[config.mk]
export PLATFORM = sky130hd
export DESIGN_NAME = fma_layer_seq_flat
export DESIGN_NICKNAME = d
export VERILOG_FILES = /design/src/rtl/fma_layer_seq_if.sv /design/src/rtl/fma_layer_seq.sv /design/src/flat_wrapper.sv
export SDC_FILE = /design/constraint.sdc
export NUM_CORES = 1
export LEC_CHECK = 0
export BUFFER_PORTS_ARGS = -buffer_cell sky130_fd_sc_hd__clkbuf_2
export CELL_PAD_IN_SITES_DETAIL_PLACEMENT = 0
export CELL_PAD_IN_SITES_GLOBAL_PLACEMENT = 1
export CORE_MARGIN = 3
export CORE_UTILIZATION = 36
export DETAILED_ROUTE_END_ITERATION = 8
export HOLD_SLACK_MARGIN = 0.08
export PLACE_DENSITY = 0.89
export SLEW_MARGIN = 25
export SYNTH_ARGS = -nofsm -noshare
export SYNTH_HDL_FRONTEND = slang
export SYNTH_SLANG_ARGS = --single-unit
[constraint.sdc]
create_clock -name clk -period 3.2 [get_ports clk]
set_clock_uncertainty 0.05 [all_clocks]
set_input_delay 0.64 -clock clk [delete_from_list [all_inputs] [get_ports clk]]
set_output_delay 0.64 -clock clk [all_outputs]
set_load 0.1 [all_outputs]
[src/rtl/fma_layer_seq_if.sv]
// rtl/fma_layer_seq_if.sv - job, beat, FMA and result signal bundle for fma_layer_seq
interface fma_layer_seq_if #(
    parameter int DATA_WIDTH   = 8,
    parameter int WEIGHT_WIDTH = 8,
    parameter int VECTOR_WIDTH = 4,
    parameter int OUTPUT_WIDTH = 16,
    parameter int MAX_LEN      = 256
);
    localparam int LW = $clog2(MAX_LEN + 1);
    localparam int SW = $clog2(OUTPUT_WIDTH);

    // job request
    logic                                 start;
    logic [LW-1:0]                        len;
    logic [SW-1:0]                        shift;
    logic                                 relu_en;
    logic [VECTOR_WIDTH*OUTPUT_WIDTH-1:0] bias;
    logic                                 busy;

    // input beats
    logic                                 in_valid;
    logic                                 in_ready;
    logic [VECTOR_WIDTH*DATA_WIDTH-1:0]   in_val;
    logic [VECTOR_WIDTH*WEIGHT_WIDTH-1:0] in_weight;

    // FMA lane group
    logic                                 fma_mode;
    logic [VECTOR_WIDTH*DATA_WIDTH-1:0]   fma_val;
    logic [VECTOR_WIDTH*WEIGHT_WIDTH-1:0] fma_weight;
    logic [VECTOR_WIDTH*OUTPUT_WIDTH-1:0] fma_bias;
    logic [VECTOR_WIDTH*OUTPUT_WIDTH-1:0] fma_sum;

    // result
    logic                                 out_valid;
    logic                                 out_ready;
    logic [VECTOR_WIDTH*DATA_WIDTH-1:0]   out_data;

    // sequencer side
    modport master (
        input  start, len, shift, relu_en, bias,
        input  in_valid, in_val, in_weight,
        input  fma_sum, out_ready,
        output busy, in_ready,
        output fma_mode, fma_val, fma_weight, fma_bias,
        output out_valid, out_data
    );

    // environment side (job source, beat source, FMA, result sink)
    modport slave (
        output start, len, shift, relu_en, bias,
        output in_valid, in_val, in_weight,
        output fma_sum, out_ready,
        input  busy, in_ready,
        input  fma_mode, fma_val, fma_weight, fma_bias,
        input  out_valid, out_data
    );
endinterface

[src/rtl/fma_layer_seq.sv]
// rtl/fma_layer_seq.sv - FMA job sequencer with drain, requant, ReLU and saturation
module fma_layer_seq #(
    parameter int DATA_WIDTH   = 8,
    parameter int WEIGHT_WIDTH = 8,
    parameter int VECTOR_WIDTH = 4,
    parameter int OUTPUT_WIDTH = 16,
    parameter int MAX_LEN      = 256
) (
    input  logic           clk,
    input  logic           rstn,
    fma_layer_seq_if.master bus
);
    localparam int LW = $clog2(MAX_LEN + 1);
    localparam int SW = $clog2(OUTPUT_WIDTH);

    localparam logic signed [OUTPUT_WIDTH-1:0] SAT_MAX = OUTPUT_WIDTH'((2 ** (DATA_WIDTH - 1)) - 1);
    localparam logic signed [OUTPUT_WIDTH-1:0] SAT_MIN = OUTPUT_WIDTH'(-(2 ** (DATA_WIDTH - 1)));

    typedef enum logic [2:0] {
        S_IDLE  = 3'd0,
        S_BIAS  = 3'd1,
        S_ACC   = 3'd2,
        S_DRAIN = 3'd3,
        S_WB    = 3'd4,
        S_OUT   = 3'd5
    } state_t;

    state_t                                r_state;
    state_t                                w_next;
    logic [LW-1:0]                         r_len;
    logic [SW-1:0]                         r_shift;
    logic                                  r_relu;
    logic [VECTOR_WIDTH*OUTPUT_WIDTH-1:0]  r_bias;
    logic [LW-1:0]                         r_cnt;
    logic                                  r_run;
    logic [VECTOR_WIDTH*DATA_WIDTH-1:0]    r_out_data;

    logic                                  w_accept;
    logic [LW-1:0]                         w_cnt_inc;
    logic signed [OUTPUT_WIDTH-1:0]        w_t;
    logic [VECTOR_WIDTH*DATA_WIDTH-1:0]    w_requant;

    assign w_accept  = (r_state == S_ACC) && bus.in_valid;
    assign w_cnt_inc = r_cnt + LW'(1);

    // state register
    always_ff @(posedge clk or negedge rstn) begin
        if (!rstn) r_state <= S_IDLE;
        else       r_state <= w_next;
    end

    // next-state logic; the len-th accepted beat ends ACC in the same cycle
    always_comb begin
        w_next = r_state;
        case (r_state)
            S_IDLE:  if (bus.start) w_next = S_BIAS;
            S_BIAS:  w_next = (r_len == '0) ? S_DRAIN : S_ACC;
            S_ACC:   if (w_accept && (w_cnt_inc == r_len)) w_next = S_DRAIN;
            S_DRAIN: w_next = S_WB;
            S_WB:    w_next = S_OUT;
            S_OUT:   if (bus.out_ready) w_next = S_IDLE;
            default: w_next = S_IDLE;
        endcase
    end

    // outputs; operands are zero unless a beat is accepted so the FMA only adds zero while idle or stalled
    always_comb begin
        bus.busy       = (r_state != S_IDLE);
        bus.in_ready   = (r_state == S_ACC);
        bus.out_valid  = (r_state == S_OUT);
        bus.fma_mode   = r_run && (r_state != S_BIAS);
        bus.fma_val    = w_accept ? bus.in_val    : '0;
        bus.fma_weight = w_accept ? bus.in_weight : '0;
        bus.fma_bias   = r_bias;
        bus.out_data   = r_out_data;
    end

    // r_run keeps fma_mode low while in reset and lets it rise on the first clock afterwards
    always_ff @(posedge clk or negedge rstn) begin
        if (!rstn) r_run <= 1'b0;
        else       r_run <= 1'b1;
    end

    // job registers are loaded only when a job is accepted in IDLE
    always_ff @(posedge clk or negedge rstn) begin
        if (!rstn) begin
            r_len   <= '0;
            r_shift <= '0;
            r_relu  <= 1'b0;
            r_bias  <= '0;
        end else if ((r_state == S_IDLE) && bus.start) begin
            r_len   <= bus.len;
            r_shift <= bus.shift;
            r_relu  <= bus.relu_en;
            r_bias  <= bus.bias;
        end
    end

    // beat counter: cleared per job, advanced on each accepted beat
    always_ff @(posedge clk or negedge rstn) begin
        if (!rstn)                                 r_cnt <= '0;
        else if ((r_state == S_IDLE) && bus.start) r_cnt <= '0;
        else if (w_accept)                         r_cnt <= w_cnt_inc;
    end

    // per-lane requant: arithmetic shift, optional ReLU, saturate to the activation range
    always_comb begin
        w_requant = '0;
        w_t       = '0;
        for (int i = 0; i < VECTOR_WIDTH; i++) begin
            w_t = $signed(bus.fma_sum[i*OUTPUT_WIDTH +: OUTPUT_WIDTH]) >>> r_shift;
            if (r_relu && (w_t < 0)) w_t = '0;
            if (w_t > SAT_MAX)       w_t = SAT_MAX;
            else if (w_t < SAT_MIN)  w_t = SAT_MIN;
            w_requant[i*DATA_WIDTH +: DATA_WIDTH] = w_t[DATA_WIDTH-1:0];
        end
    end

    // result register: captured once in WB and held through OUT
    always_ff @(posedge clk or negedge rstn) begin
        if (!rstn)                r_out_data <= '0;
        else if (r_state == S_WB) r_out_data <= w_requant;
    end
endmodule

[src/flat_wrapper.sv]
// flat-port wrapper written by rule: the top's interface ports become plain ports
module fma_layer_seq_flat 
#(
    parameter int DATA_WIDTH   = 8,
    parameter int WEIGHT_WIDTH = 8,
    parameter int VECTOR_WIDTH = 4,
    parameter int OUTPUT_WIDTH = 16,
    parameter int MAX_LEN      = 256
)
  (clk, rstn, bus_start, bus_len, bus_shift, bus_relu_en, bus_bias, bus_in_valid, bus_in_val, bus_in_weight, bus_fma_sum, bus_out_ready, bus_busy, bus_in_ready, bus_fma_mode, bus_fma_val, bus_fma_weight, bus_fma_bias, bus_out_valid, bus_out_data);
  fma_layer_seq_if #(.DATA_WIDTH(DATA_WIDTH), .WEIGHT_WIDTH(WEIGHT_WIDTH), .VECTOR_WIDTH(VECTOR_WIDTH), .OUTPUT_WIDTH(OUTPUT_WIDTH), .MAX_LEN(MAX_LEN)) bus_i ();
  input  logic clk;
  input  logic rstn;
  input wire logic [$bits(bus_i.start)-1:0] bus_start;
  input wire logic [$bits(bus_i.len)-1:0] bus_len;
  input wire logic [$bits(bus_i.shift)-1:0] bus_shift;
  input wire logic [$bits(bus_i.relu_en)-1:0] bus_relu_en;
  input wire logic [$bits(bus_i.bias)-1:0] bus_bias;
  input wire logic [$bits(bus_i.in_valid)-1:0] bus_in_valid;
  input wire logic [$bits(bus_i.in_val)-1:0] bus_in_val;
  input wire logic [$bits(bus_i.in_weight)-1:0] bus_in_weight;
  input wire logic [$bits(bus_i.fma_sum)-1:0] bus_fma_sum;
  input wire logic [$bits(bus_i.out_ready)-1:0] bus_out_ready;
  output wire logic [$bits(bus_i.busy)-1:0] bus_busy;
  output wire logic [$bits(bus_i.in_ready)-1:0] bus_in_ready;
  output wire logic [$bits(bus_i.fma_mode)-1:0] bus_fma_mode;
  output wire logic [$bits(bus_i.fma_val)-1:0] bus_fma_val;
  output wire logic [$bits(bus_i.fma_weight)-1:0] bus_fma_weight;
  output wire logic [$bits(bus_i.fma_bias)-1:0] bus_fma_bias;
  output wire logic [$bits(bus_i.out_valid)-1:0] bus_out_valid;
  output wire logic [$bits(bus_i.out_data)-1:0] bus_out_data;
  assign bus_i.start = bus_start;
  assign bus_i.len = bus_len;
  assign bus_i.shift = bus_shift;
  assign bus_i.relu_en = bus_relu_en;
  assign bus_i.bias = bus_bias;
  assign bus_i.in_valid = bus_in_valid;
  assign bus_i.in_val = bus_in_val;
  assign bus_i.in_weight = bus_in_weight;
  assign bus_i.fma_sum = bus_fma_sum;
  assign bus_i.out_ready = bus_out_ready;
  assign bus_busy = bus_i.busy;
  assign bus_in_ready = bus_i.in_ready;
  assign bus_fma_mode = bus_i.fma_mode;
  assign bus_fma_val = bus_i.fma_val;
  assign bus_fma_weight = bus_i.fma_weight;
  assign bus_fma_bias = bus_i.fma_bias;
  assign bus_out_valid = bus_i.out_valid;
  assign bus_out_data = bus_i.out_data;
  fma_layer_seq #(.DATA_WIDTH(DATA_WIDTH), .WEIGHT_WIDTH(WEIGHT_WIDTH), .VECTOR_WIDTH(VECTOR_WIDTH), .OUTPUT_WIDTH(OUTPUT_WIDTH), .MAX_LEN(MAX_LEN)) u_core (.clk(clk), .rstn(rstn), .bus(bus_i));
endmodule
==> flow_summary.ini <==
[layout]
fill_cells = 2115
synthToLayoutAreaGrowth_pct = 31.6
seq_area_um2 = 3090
multi_input_area_um2 = 5120
drive_above_1_share_pct = 49.3
fin_nets = 1374
antennaDiodeCount = 0

[clocking]
clock_latency_ns = 0.42
cts.sinks = 123
ctsHtreeMaxLevel = 4
ctsResizeCount = 0
tritoncts = done
cts_inserted_buffers = 17
cts_root_buf = clkbuf_16
clock_path_buffers = 2
clk_pin_slew_worst_paths_ns = 0.06
cts_hold_buffers = 0
post-cts-setup-buffers = 0

[synth]
synthCells = 825
ys_async_sr_fraction_pct = 100
synth.distinct_cells = 69
synth-simple-area-share_pct = 13.8
synth_compound_area_share_pct = 14.3
yosys_register_bits = 123
synth_edf_count = 0
synth_area_leader_cell = dfrtp_1
synth_top_area_share_pct = 35.7
synth_area_um2 = 8620
synth_xor_area_share_pct = 1.63
synth-main-ff-cell = dfrtp_1
synth-seq-area-share_pct = 35.7
synth_fa_ha_area_share_pct = 0.145
synth_top_family_by_area = multiplexers
ys_top_cells_by_area = dfrtp_1, mux2_2, mux4_2
muxShareOfSynthArea_pct = 29.3
synth.most_common_cell = dfrtp_1
syn_avg_cell_area_um2 = 10.4
synth_nets = 1037
ys_top_cells_by_count = dfrtp_1, mux2_2, and3_1, mux2i_1, nand2_1
ys_warn_count = 0

[min_path]
holdCritPathClass = in -> async

[routing]
routed_via_density = 5.41
vias = 8041
dr_wl_met2_um = 12800
firstDrtPassIters = 5
drtAntennaViolNets = 0
wl_um = 28000
met1_length_um = 12500
top_layer = met4
drc = 0
detailedRoute.firstIterationViolations = 514
wl_per_cell_um = 18.9
routed-wl-met3_um = 2320

[sta]
max_freq_mhz = 332
finalCritPeriodShare_pct = 94.2
hold_ws_ns = 0.248
final-hold-violation-count = 0
timing.final.ws_setup_ns = 0.187
finalSetupViolCount = 0
min_period_ns = 3.01
maxSlewHeadroom_pct = 47.3
rsz0062_at_grt = no
slew_violations = 0
worst_slew_pin_slew_ns = 0.791
fin_setup_tns_ns = 0

[setup_path]
critPathArrivalTime_ns = 2.32
reg2regPathDepth = 7
worst_setup_path_end_kind = primary output
crit_path_start_kind = flop
cp_data_required_time_ns = 2.51
crit_fanout = 65
path_class = reg -> out

[place]
dp_slack_ns = 0.379
gp_congestion = 0.904
hpwlAfterDp_um = 21700
port_buffers = 374

[global_routing]
grt_pass1_wl_um = 43400
grt_overflow_total = 0
grt_pass1_vias = 7865
grt_max_degree = 124
groute.usage.overall_pct = 20.9
antenna_found_initial = 0

[floorplan]
coreArea_um2 = 23100
die_height_um = 161
dieArea_um2 = 25800
fp-row-count = 55
ios = 375
start_util_pct = 37.4
die_x_um = 161

[run]
cap_viol_max_count = 0

[run_status]
status = finished clean
## layout make-up
cell class / count / area share [%]
Clock inverter: 13 / 1.50
Tap cell: 313 / 3.45
Clock buffer: 17 / 3.75
Timing Repair Buffer: 395 / 18.6
Sequential cell: 123 / 27.2
Inverter: 9 / 0.298
Multi-Input combinational cell: 616 / 45.2
## per-layer routing
metal,vias up,track usage [%]
met3,34,5.55
li1,3806,-
met5,-,0
met1,3846,28.8
met4,0,5.55
met2,355,32.6
## per-stage QoR
step	util [%]	area [um^2]	std cells
6_report	49.2	11300	1486
5_1_grt	49.2	11300	1486
4_1_cts	49.2	11300	1486
3_5_place_dp	46.6	10700	1456
3_3_place_gp	46.6	10700	1456
2_1_floorplan	-	8620	825
## layout by cell type, fill, tap and decap left out, types with 12 or more instances in the layout
master / instances
nor2_1: 41
and3_1: 70
clkbuf_2: 361
nand2_1: 58
a21oi_1: 25
mux2i_1: 64
a221o_1: 15
dfrtp_1: 120
clkbuf_16: 17
xnor2_1: 12
mux2_2: 101
a211oi_1: 16
buf_4: 30
o21ai_0: 42
mux4_2: 32
## critical path, cell delays in order, from the launching register on
cell,delay (ns)
dfrtp_1,0.54
nor3b_2,0.40
buf_12,0.28
and3_1,0.19
clkbuf_2,0.47
## logic make-up (layout without fill, tap and decap cells)
kind of cell               Yosys count  count (layout)
xor gates and xnor gates            16              16
and+or+nand+nor                    229             229
muxes                              198             198
buffers and inverters               86             434
other                                1               1
adders and majority gates            1               1
AOI/OAI and AO/OA                  171             171
DFF                                123             123
## worst paths after layout
path                                         startpoint                 endpoint  slack (ns)
worst max-delay path                  u_core.r_state[1]        bus_fma_weight[4]        0.19
worst min-delay path                               rstn  u_core.bus.out_data[19]        0.25
worst max register to register        u_core.r_shift[1]  u_core.bus.out_data[12]        0.33
worst min register to register  u_core.bus.out_data[31]  u_core.bus.out_data[31]        0.43
max in group asynchronous                          rstn  u_core.bus.fma_bias[37]        2.33
min in group clk                             bus_len[6]          u_core.r_len[6]        0.40
## sequential cells by signal (all words and copies together) (netlist names)
register,cells
u_core.r_shift,4
u_core.bus.fma_bias,64
u_core.r_run,1
u_core.r_len,9
u_core.r_state,3
u_core.r_relu,1
u_core.r_cnt,9
u_core.bus.out_data,32
Power is not shown: default switching activity piles up to over one toggle a cycle in this logic, so the estimate is an artifact.
